$ cat src/rtl/regfile_pkg.sv
// Shared sizing defaults and clear-sequencer state type for the multi-port register file.
package regfile_pkg;

  localparam int REG_DATA_W = 32;
  localparam int REG_NUMBER = 32;
  localparam int REG_ADDR_W = $clog2(REG_NUMBER);

  typedef enum logic {
    RF_CLEAR = 1'b0,
    RF_READY = 1'b1
  } rf_state_t;

endpackage

$ cat src/rtl/rf_clear_seq.sv
// Post-reset clear sequencer: walks every entry once, strobing a zero write per cycle,
// then parks in READY until the next reset.
module rf_clear_seq
  import regfile_pkg::*;
#(
  parameter int DEPTH  = REG_NUMBER,
  parameter int ADDR_W = $clog2(DEPTH)
) (
  input  logic              clk,
  input  logic              srst,
  output logic              busy,
  output logic [ADDR_W-1:0] clr_addr,
  output logic              clr_we
);

  localparam logic [ADDR_W-1:0] LAST_ADDR = ADDR_W'(DEPTH - 1);

  rf_state_t         state_q, state_d;
  logic [ADDR_W-1:0] cnt_q, cnt_d;

  always_ff @(posedge clk) begin
    if (srst) begin
      state_q <= RF_CLEAR;
      cnt_q   <= '0;
    end else begin
      state_q <= state_d;
      cnt_q   <= cnt_d;
    end
  end

  always_comb begin
    state_d = state_q;
    cnt_d   = cnt_q;
    if (state_q == RF_CLEAR) begin
      if (cnt_q == LAST_ADDR) begin
        state_d = RF_READY;
        cnt_d   = '0;
      end else begin
        cnt_d = cnt_q + 1'b1;
      end
    end
  end

  // Busy also covers the reset cycle itself so callers never see a stale READY.
  always_comb begin
    busy     = srst || (state_q == RF_CLEAR);
    clr_we   = !srst && (state_q == RF_CLEAR);
    clr_addr = cnt_q;
  end

endmodule

$ cat src/rtl/register_file_mp.sv
// Multi-read-port register file with optional hardwired-zero entry, optional write-to-read
// forwarding and a self-clearing storage array (no direct reset on the array).
module register_file_mp
  import regfile_pkg::*;
#(
  parameter int DATA_W   = REG_DATA_W,
  parameter int DEPTH    = REG_NUMBER,
  parameter int NRD      = 2,
  parameter int ZERO_REG = 1,
  parameter int BYPASS   = 1,
  localparam int ADDR_W  = $clog2(DEPTH)
) (
  input  logic                  rf_clk,
  input  logic                  rf_ares,
  input  logic                  wr_en,
  input  logic [ADDR_W-1:0]     rw_dec,
  input  logic [DATA_W-1:0]     w_data_in,
  input  logic [NRD-1:0]        rd_en,
  input  logic [NRD*ADDR_W-1:0] rd_dec,
  output logic [NRD*DATA_W-1:0] q_out,
  output logic                  rf_busy,
  output logic                  wr_drop
);

  localparam logic [ADDR_W:0] DEPTH_LIM = (ADDR_W + 1)'(DEPTH);

  logic              busy;
  logic              clr_we;
  logic [ADDR_W-1:0] clr_addr;

  rf_clear_seq #(
    .DEPTH (DEPTH),
    .ADDR_W(ADDR_W)
  ) u_clear_seq (
    .clk     (rf_clk),
    .srst    (rf_ares),
    .busy    (busy),
    .clr_addr(clr_addr),
    .clr_we  (clr_we)
  );

  assign rf_busy = busy;

  // An address is live when it exists and is not the hardwired-zero entry.
  function automatic logic addr_live(input logic [ADDR_W-1:0] a);
    return ({1'b0, a} < DEPTH_LIM) && !((ZERO_REG != 0) && (a == '0));
  endfunction

  logic [DATA_W-1:0] mem_q [DEPTH];
  logic              wr_ok;
  logic              mem_we_d;
  logic [ADDR_W-1:0] mem_waddr_d;
  logic [DATA_W-1:0] mem_wdata_d;
  logic              wr_drop_q, wr_drop_d;

  always_comb begin
    wr_ok       = wr_en && !busy && addr_live(rw_dec);
    mem_we_d    = clr_we || wr_ok;
    mem_waddr_d = clr_we ? clr_addr : rw_dec;
    mem_wdata_d = clr_we ? '0 : w_data_in;
    wr_drop_d   = wr_en && clr_we;
  end

  always_ff @(posedge rf_clk) begin
    if (mem_we_d) begin
      mem_q[mem_waddr_d] <= mem_wdata_d;
    end
  end

  always_ff @(posedge rf_clk) begin
    if (rf_ares) begin
      wr_drop_q <= 1'b0;
    end else begin
      wr_drop_q <= wr_drop_d;
    end
  end

  assign wr_drop = wr_drop_q;

  generate
    for (genvar gi = 0; gi < NRD; gi++) begin : g_rd
      logic [ADDR_W-1:0] ra;
      logic [DATA_W-1:0] rd_q, rd_d;

      assign ra = rd_dec[gi*ADDR_W +: ADDR_W];

      always_comb begin
        rd_d = rd_q;
        if (rd_en[gi]) begin
          if (busy || !addr_live(ra)) begin
            rd_d = '0;
          end else if ((BYPASS != 0) && wr_ok && (rw_dec == ra)) begin
            rd_d = w_data_in;
          end else begin
            rd_d = mem_q[ra];
          end
        end
      end

      always_ff @(posedge rf_clk) begin
        if (rf_ares) begin
          rd_q <= '0;
        end else begin
          rd_q <= rd_d;
        end
      end

      assign q_out[gi*DATA_W +: DATA_W] = rd_q;
    end
  endgenerate

endmodule

$ cat config.mk
export PLATFORM = sky130hd
export DESIGN_NAME = register_file_mp
export DESIGN_NICKNAME = d
export VERILOG_FILES = /design/src/rtl/regfile_pkg.sv /design/src/rtl/rf_clear_seq.sv /design/src/rtl/register_file_mp.sv
export SDC_FILE = /design/constraint.sdc
export NUM_CORES = 1
export LEC_CHECK = 0
export BUFFER_PORTS_ARGS = -buffer_cell sky130_fd_sc_hd__buf_2
export CAP_MARGIN = 20
export CELL_PAD_IN_SITES_DETAIL_PLACEMENT = 2
export CELL_PAD_IN_SITES_GLOBAL_PLACEMENT = 2
export CORE_MARGIN = 2
export CORE_UTILIZATION = 34
export DETAILED_ROUTE_END_ITERATION = 16
export HOLD_SLACK_MARGIN = 0.06
export PLACE_DENSITY_LB_ADDON = 0.1
export SYNTH_ARGS = -nofsm -noshare
export SYNTH_HDL_FRONTEND = slang
export SYNTH_SLANG_ARGS = --single-unit
$ cat constraint.sdc
create_clock -name rf_clk -period 5.17 [get_ports rf_clk]
set_clock_uncertainty 0.15 [all_clocks]
set_input_delay 1.034 -clock rf_clk [delete_from_list [all_inputs] [get_ports rf_clk]]
set_output_delay 1.034 -clock rf_clk [all_outputs]
set_load 0.02 [all_outputs]
==> flow_summary.ini, run 1 <==
[timing]
min_period_over_period = 0.7027
final.setup.tns_ns = 0
min_period_ns = 3.633
finalSetupViolCount = 0
hold_viol = 0
rsz0062_at_grt = false
holdWs_ns = 0.3481
slew_headroom = 0.2355
max_freq_mhz = 275.3
tightest_slew_ns = 1.147
drv_slew = 0

[placed_design]
io_buffers = 117
gp_congestion = 0.7732
dpl.hpwl_mm = 114.5
place_area_sq_um = 54880
dp_cells = 4837

[layout]
drive_above_1_share = 0.3496
layout_commonest_cell = edfxtp_1
final_cell_mix = edfxtp_1, mux4_2, nor2_1, clkbuf_16
nets = 3016
syn2layout_area_growth_pct = 16.14
utilization = 0.3964
stdcell_count = 5089
stdcell_area_sq_um = 59220

[cts]
clock_path_buffers = 3
htreeDepth = 4
clock_sinks = 1095
cts_tree = built
cts_inserted_buffers = 134
cts_setup_buffers = 0
clk_pin_slew_worst_paths_ns = 0.06
holdBufCountCts = 0
worstSkewPairLatency_ns = 0.77
cts_resized = 0
cts_root_buffer = clkbuf_16

[setup_path]
critPathSlowestCell = dfxtp_1
end_kind = flop
crit_path_max_fanout = 25
r2r_setup_slack_ns = 1.54
crit_arrival_ns = 3.87
crit_required_ns = 5.40
start_kind = flop
path_cells = and3b_1, o21ai_0, nor3_1, a21oi_2, nor2_4, buf_4
cp_slowest_stage_delay_ns = 0.79
crit_type = flop to flop

[synth]
ys_seq_elements = 1095
avgSynthCellArea_sq_um = 18.26
yosys.area_share.simple = 0.03810
synth.yosys.seq_area_share = 0.6309
synth.area.mux_share = 0.2528
synthArstFlopShare = 0
syn_nets = 2846
synth_compound_area_frac = 0.05346
ys_warn_count = 0
synthXorXnorAreaFrac = 0.001717
syn-instance-count = 2792
synth_adder_area_share = 0.0004907
synth_cell_types = 44
synth_top_family_by_area = multiplexers
synth_edf_count = 1024
ys.flop_type = edfxtp_1
synth_area_sq_um = 51000

[drt]
drt_iter0_drc = 2589
dr.pass1.iters = 5
vias = 30250
route.detailed.drc = 0
routed_wl_mm = 191.5
drtAntennaViolNets = 0
wl_per_cell_um = 37.63
viasPerCell = 5.943

[floorplanning]
core_sq_um = 149400
io-pin-count = 118
die_y_um = 391.3
initial_core_util = 0.3413
die_area_sq_um = 153100
rows = 142
die_w_um = 391.3

[power_and_ir_drop]
ir_worst_vdd_mv = 0.2846
leakage_nw = 18.95
power_density_nw_per_um2 = 350.5

[global_routing]
grt_max_degree = 73
grt_use_total = 0.2522
grt_pass1_wl_mm = 268.3
antenna_found_initial = 7
overflow = 0
grt_pass1_vias = 33750

[job]
maxCapViolations = 0

[status]
outcome = finished, final reports clean

[worst_hold_path]
min_path_type = input pin to flop
==> Yosys cell counts (3+ instances only) <==
library cell  instances  area, sq um
a2111oi_0             3        26.28
a2111oi_2            60        900.9
a21oi_1               6        30.03
a31oi_1              65        406.6
and2_1                3        18.77
buf_1                29        108.9
buf_2                83        415.4
buf_4                 4        30.03
buf_6                 6        67.56
clkbuf_1            105        394.1
dfxtp_1              71         1421
edfxtp_1           1024        30750
inv_1                34        127.6
mux2i_1             135         1351
mux4_2              512        11530
nand2_1             135        506.7
nand2b_1             64        400.4
nand3_1               3        15.01
nand3b_1             10        75.07
nand4_1               3        18.77
nor2_1              201        754.5
nor2b_1               5        31.28
nor3_1                3        15.01
o21ai_0               5        25.02
o22ai_1             124        775.7
o31ai_1              63        473.0
xnor2_1              10        87.58
==> cell families after synthesis <==
| logic type | Yosys count |
|---|---|
| flip-flops | 1095 |
| multiplexers | 648 |
| AND/OR/NAND/NOR | 440 |
| adder cells (fa/ha/maj) | 2 |
| AO/OA/AOI/OAI | 335 |
| XOR/XNOR | 10 |
| buffers and inverters | 262 |
==> final cells by class <==
type | instances | area [sq um]
clock buffers | 189 | 3799
repair buffers | 262 | 2103
fillers | 14150 | 90200
multi-input cells | 1435 | 18000
well taps | 2016 | 2522
diodes | 1 | 2.502
flip-flops and latches | 1095 | 32170
inverters | 34 | 127.6
clock inverters | 57 | 499.2
==> per-stage QoR <==
| stage | setup slack, ns | total power [mW] |
|---|---|---|
| 5_1_grt | 1.375 | 21.37 |
| 3_5_place_dp | 1.010 | 11.65 |
| 6_report | 1.537 | 20.76 |
| 4_1_cts | 1.482 | 21.00 |
| 2_1_floorplan | 1.047 | 10.99 |
| 3_3_place_gp | 0.9848 | 11.60 |
==> flip-flops by register name, indices dropped and copies added, names as in the netlist <==
register              cells
g_rd.rd_q                64
mem_q                  1024
u_clear_seq.clr_addr      5
u_clear_seq.state_q       1
wr_drop                   1
==> where the power goes <==
group / total, mW / switching, mW / internal, mW
combinational: 1.64 / 1.02 / 0.620
clock: 9.31 / 3.84 / 5.47
sequential: 9.80 / 0.0345 / 9.77
==> worst max-delay path: cells and delay by family, from the launching register on <==
kind / cells / cell delay, ns
AOI/OAI and AO/OA: 2 / 0.41
buffers and inverters: 1 / 0.73
DFF: 1 / 0.79
and+or+nand+nor: 3 / 1.11
==> final timing paths <==
check | from | endpoint | cells after the start
min reg2reg | g_rd[1].rd_q[6] | g_rd[1].rd_q[6] | 2
max reg2reg | u_clear_seq.state_q | mem_q[12][12] | 6
min | wr_en | wr_drop | 2
max | u_clear_seq.state_q | mem_q[12][12] | 6
==> routing by layer <==
layer  GRT usage  share of wire  vias up  wire [um]
met5           0              0        -          0
met4     0.09035          0.036        0       6871
li1            -              -    12110          -
met2      0.4293           0.50      877      96470
met1      0.3302           0.42    16950      80640
met3     0.03396          0.039      312       7537
Note: power is estimated with default switching activity, not from simulation.
==> run 2: changes to the inputs <==
- ABC_AREA: unset -> 1
- clock period: 5.17 -> 3.7 ns (I/O delays scaled with it)
==> run 2 against run 1 <==
Count of clock-buffer cells in the layout stayed put. Worst setup slack worse by 0.96 ns. Largest cell class unchanged. Area after synthesis up 14%. Final cell count is 90% higher. Non-clock buffer count up 90. Sequential power up 40%. Via count up 74%. Register-to-register slack lost 0.96 ns. Combinational power grew 110%. Critical endpoint is now mem_q[4][25]. Clock power is 44% higher. Core utilization fell by 0.19 points.
==> flow_summary.ini, run 2 <==
[timing]
final.setup.tns_ns = 0
min_period_ns = 3.127
drv_slew = 0
tightest_slew_ns = 1.066
rsz0062_at_grt = false
slew_headroom = 0.2877
max_freq_mhz = 319.8
hold_viol = 0
holdWs_ns = 0.2102
finalSetupViolCount = 0
min_period_over_period = 0.8452

[synth]
synth_cell_types = 28
synth_commonest_cells = nand2_1, nand3_1, edfxtp_1
synth_most_common_cell = nand2_1
ys_warn_count = 0
synthArstFlopShare = 0
synth_area_leaders = edfxtp_1, nand2_1, nand3_1
synth.top_cell.area_share = 0.5312
ys_seq_elements = 1095
syn-instance-count = 7314
yosysTopAreaCell = edfxtp_1
avgSynthCellArea_sq_um = 7.915
ys.flop_type = edfxtp_1
syn_nets = 7368
synth_edf_count = 1024
synth.yosys.seq_area_share = 0.5557
synth_area_sq_um = 57890

[placed_design]
io_buffers = 117
dpl.hpwl_mm = 162.4
gp_congestion = 0.8166
place_area_sq_um = 62420

[setup_path]
crit_type = flop to flop
timing.rr.end = mem_q[4][25]
r2r_cells = 9
crit_start = u_clear_seq.state_q
cp-endpoint = mem_q[4][25]
start_kind = flop
crit_arrival_ns = 3.44
end_kind = flop
crit_required_ns = 4.01
cp_slowest_stage_delay_ns = 0.87
r2r_setup_slack_ns = 0.57
critPathSlowestCell = nor2_4
path_cells = nor2_4, buf_4, o21ai_0, buf_4, inv_1, nor2_1, nand2_1, nor2_4, buf_12
crit_path_max_fanout = 17
r2r_start = u_clear_seq.state_q

[layout]
stdcell_area_sq_um = 66770
top_register = mem_q
utilization = 0.3944
final_cell_mix = nand2_1, nand3_1, edfxtp_1, nor2_1, inv_1
largest_reg_flops = 1024
drive_above_1_share = 0.08235
syn2layout_area_growth_pct = 15.33
layout_commonest_cell = nand2_1
nets = 7412

[cts]
htreeDepth = 4
clock_sinks = 1095
worstSkewPairLatency_ns = 0.79
cts_tree = built
cts_root_buffer = clkbuf_16
cts_setup_buffers = 0
clock_path_buffers = 3
clk_pin_slew_worst_paths_ns = 0.06
cts_inserted_buffers = 138

[floorplanning]
die_y_um = 416.6
initial_core_util = 0.3420
die_w_um = 416.6
io-pin-count = 118
core_sq_um = 169300
die_area_sq_um = 173600
rows = 151

[power_and_ir_drop]
ir_worst_vdd_mv = 0.5010
leakage_nw = 29.25
power_density_nw_per_um2 = 456.1
power_mw = 30.46

[global_routing]
grt_max_degree = 119
overflow = 0
grt_pass1_vias = 56790
grt_use_total = 0.3080
grt_pass1_wl_mm = 391.0
antenna_found_initial = 10

[drt]
vias = 52640
viasPerCell = 5.434
wl_per_cell_um = 27.86
routed_wl_mm = 269.9
drt_iter0_drc = 3668
drtAntennaViolNets = 0
dr.pass1.iters = 5
route.detailed.drc = 0

[job]
maxCapViolations = 0

[status]
outcome = finished, final reports clean

[worst_hold_path]
min_path_type = input pin to flop
[run 2: through the flow]
step                      worst slack [ns]  std cells
after global routing                0.4825       9686
after global placement              0.1516       9433
final                               0.5727       9688
after detailed placement            0.1993       9435
after CTS                           0.5871       9686
after floorplan                    0.03296       7314
[run 2: report_power, final]
part	switching [mW]	total [mW]	internal (mW)	leakage (nW)
Clock	5.67	13.4	7.70	2.10
Combinational	2.55	3.37	0.823	17.2
Sequential	0.0411	13.7	13.7	9.94
Total	8.26	30.5	22.2	29.2
[run 2: cell families after synthesis]
kind of cell             share of synthesized area
XOR/XNOR                                  0.001362
flip-flops                                  0.5557
AND/OR/NAND/NOR                             0.3405
AO/OA/AOI/OAI                              0.01515
buffers and inverters                      0.08686
adder cells (fa/ha/maj)                  0.0004322
[run 2: what timing repair did]
| action | 4_1_cts | 5_1_grt |
|---|---|---|
| gates resized for setup | 0 | 0 |
| hold buffers | 1 | 0 |
| endpoints found under the hold margin | 1 | 0 |
[run 2: layout make-up]
cell class	count	area [sq um]
fillers	19170	102500
flip-flops and latches	1095	32170
multi-input cells	5007	21050
clock buffers	189	3854
repair buffers	352	3533
inverters	764	2903
well taps	2218	2775
clock inverters	61	479.2
diodes	2	5.005
[run 2: how the worst min path moves through the flow]
stage,to,cells past startpoint,slack (ns),from
finish,u_clear_seq.clr_addr[2],4,0.21,rf_ares
global route,u_clear_seq.clr_addr[2],4,0.20,rf_ares
CTS,u_clear_seq.clr_addr[2],4,0.14,rf_ares
detailed placement,g_rd[1].rd_q[26],2,0.31,g_rd[1].rd_q[26]
global placement,g_rd[1].rd_q[10],2,0.30,g_rd[1].rd_q[10]
floorplan,u_clear_seq.clr_addr[4],2,0.32,u_clear_seq.clr_addr[4]
[run 2: critical path: cells and delay by family, from the launching register on]
family	cells	cell delay [ns]
compound gates	1	0.22
buf+inv	4	0.68
flops	1	0.43
simple gates	4	1.31
[run 2: metal layers]
metal / share of wire / track usage / vias up
met1: 0.44 / 0.4031 / 27600
met5: 0.000048 / 0 / -
met4: 0.040 / 0.1167 / 2
met2: 0.48 / 0.5234 / 1201
met3: 0.038 / 0.03342 / 469
li1: - / - / 23370
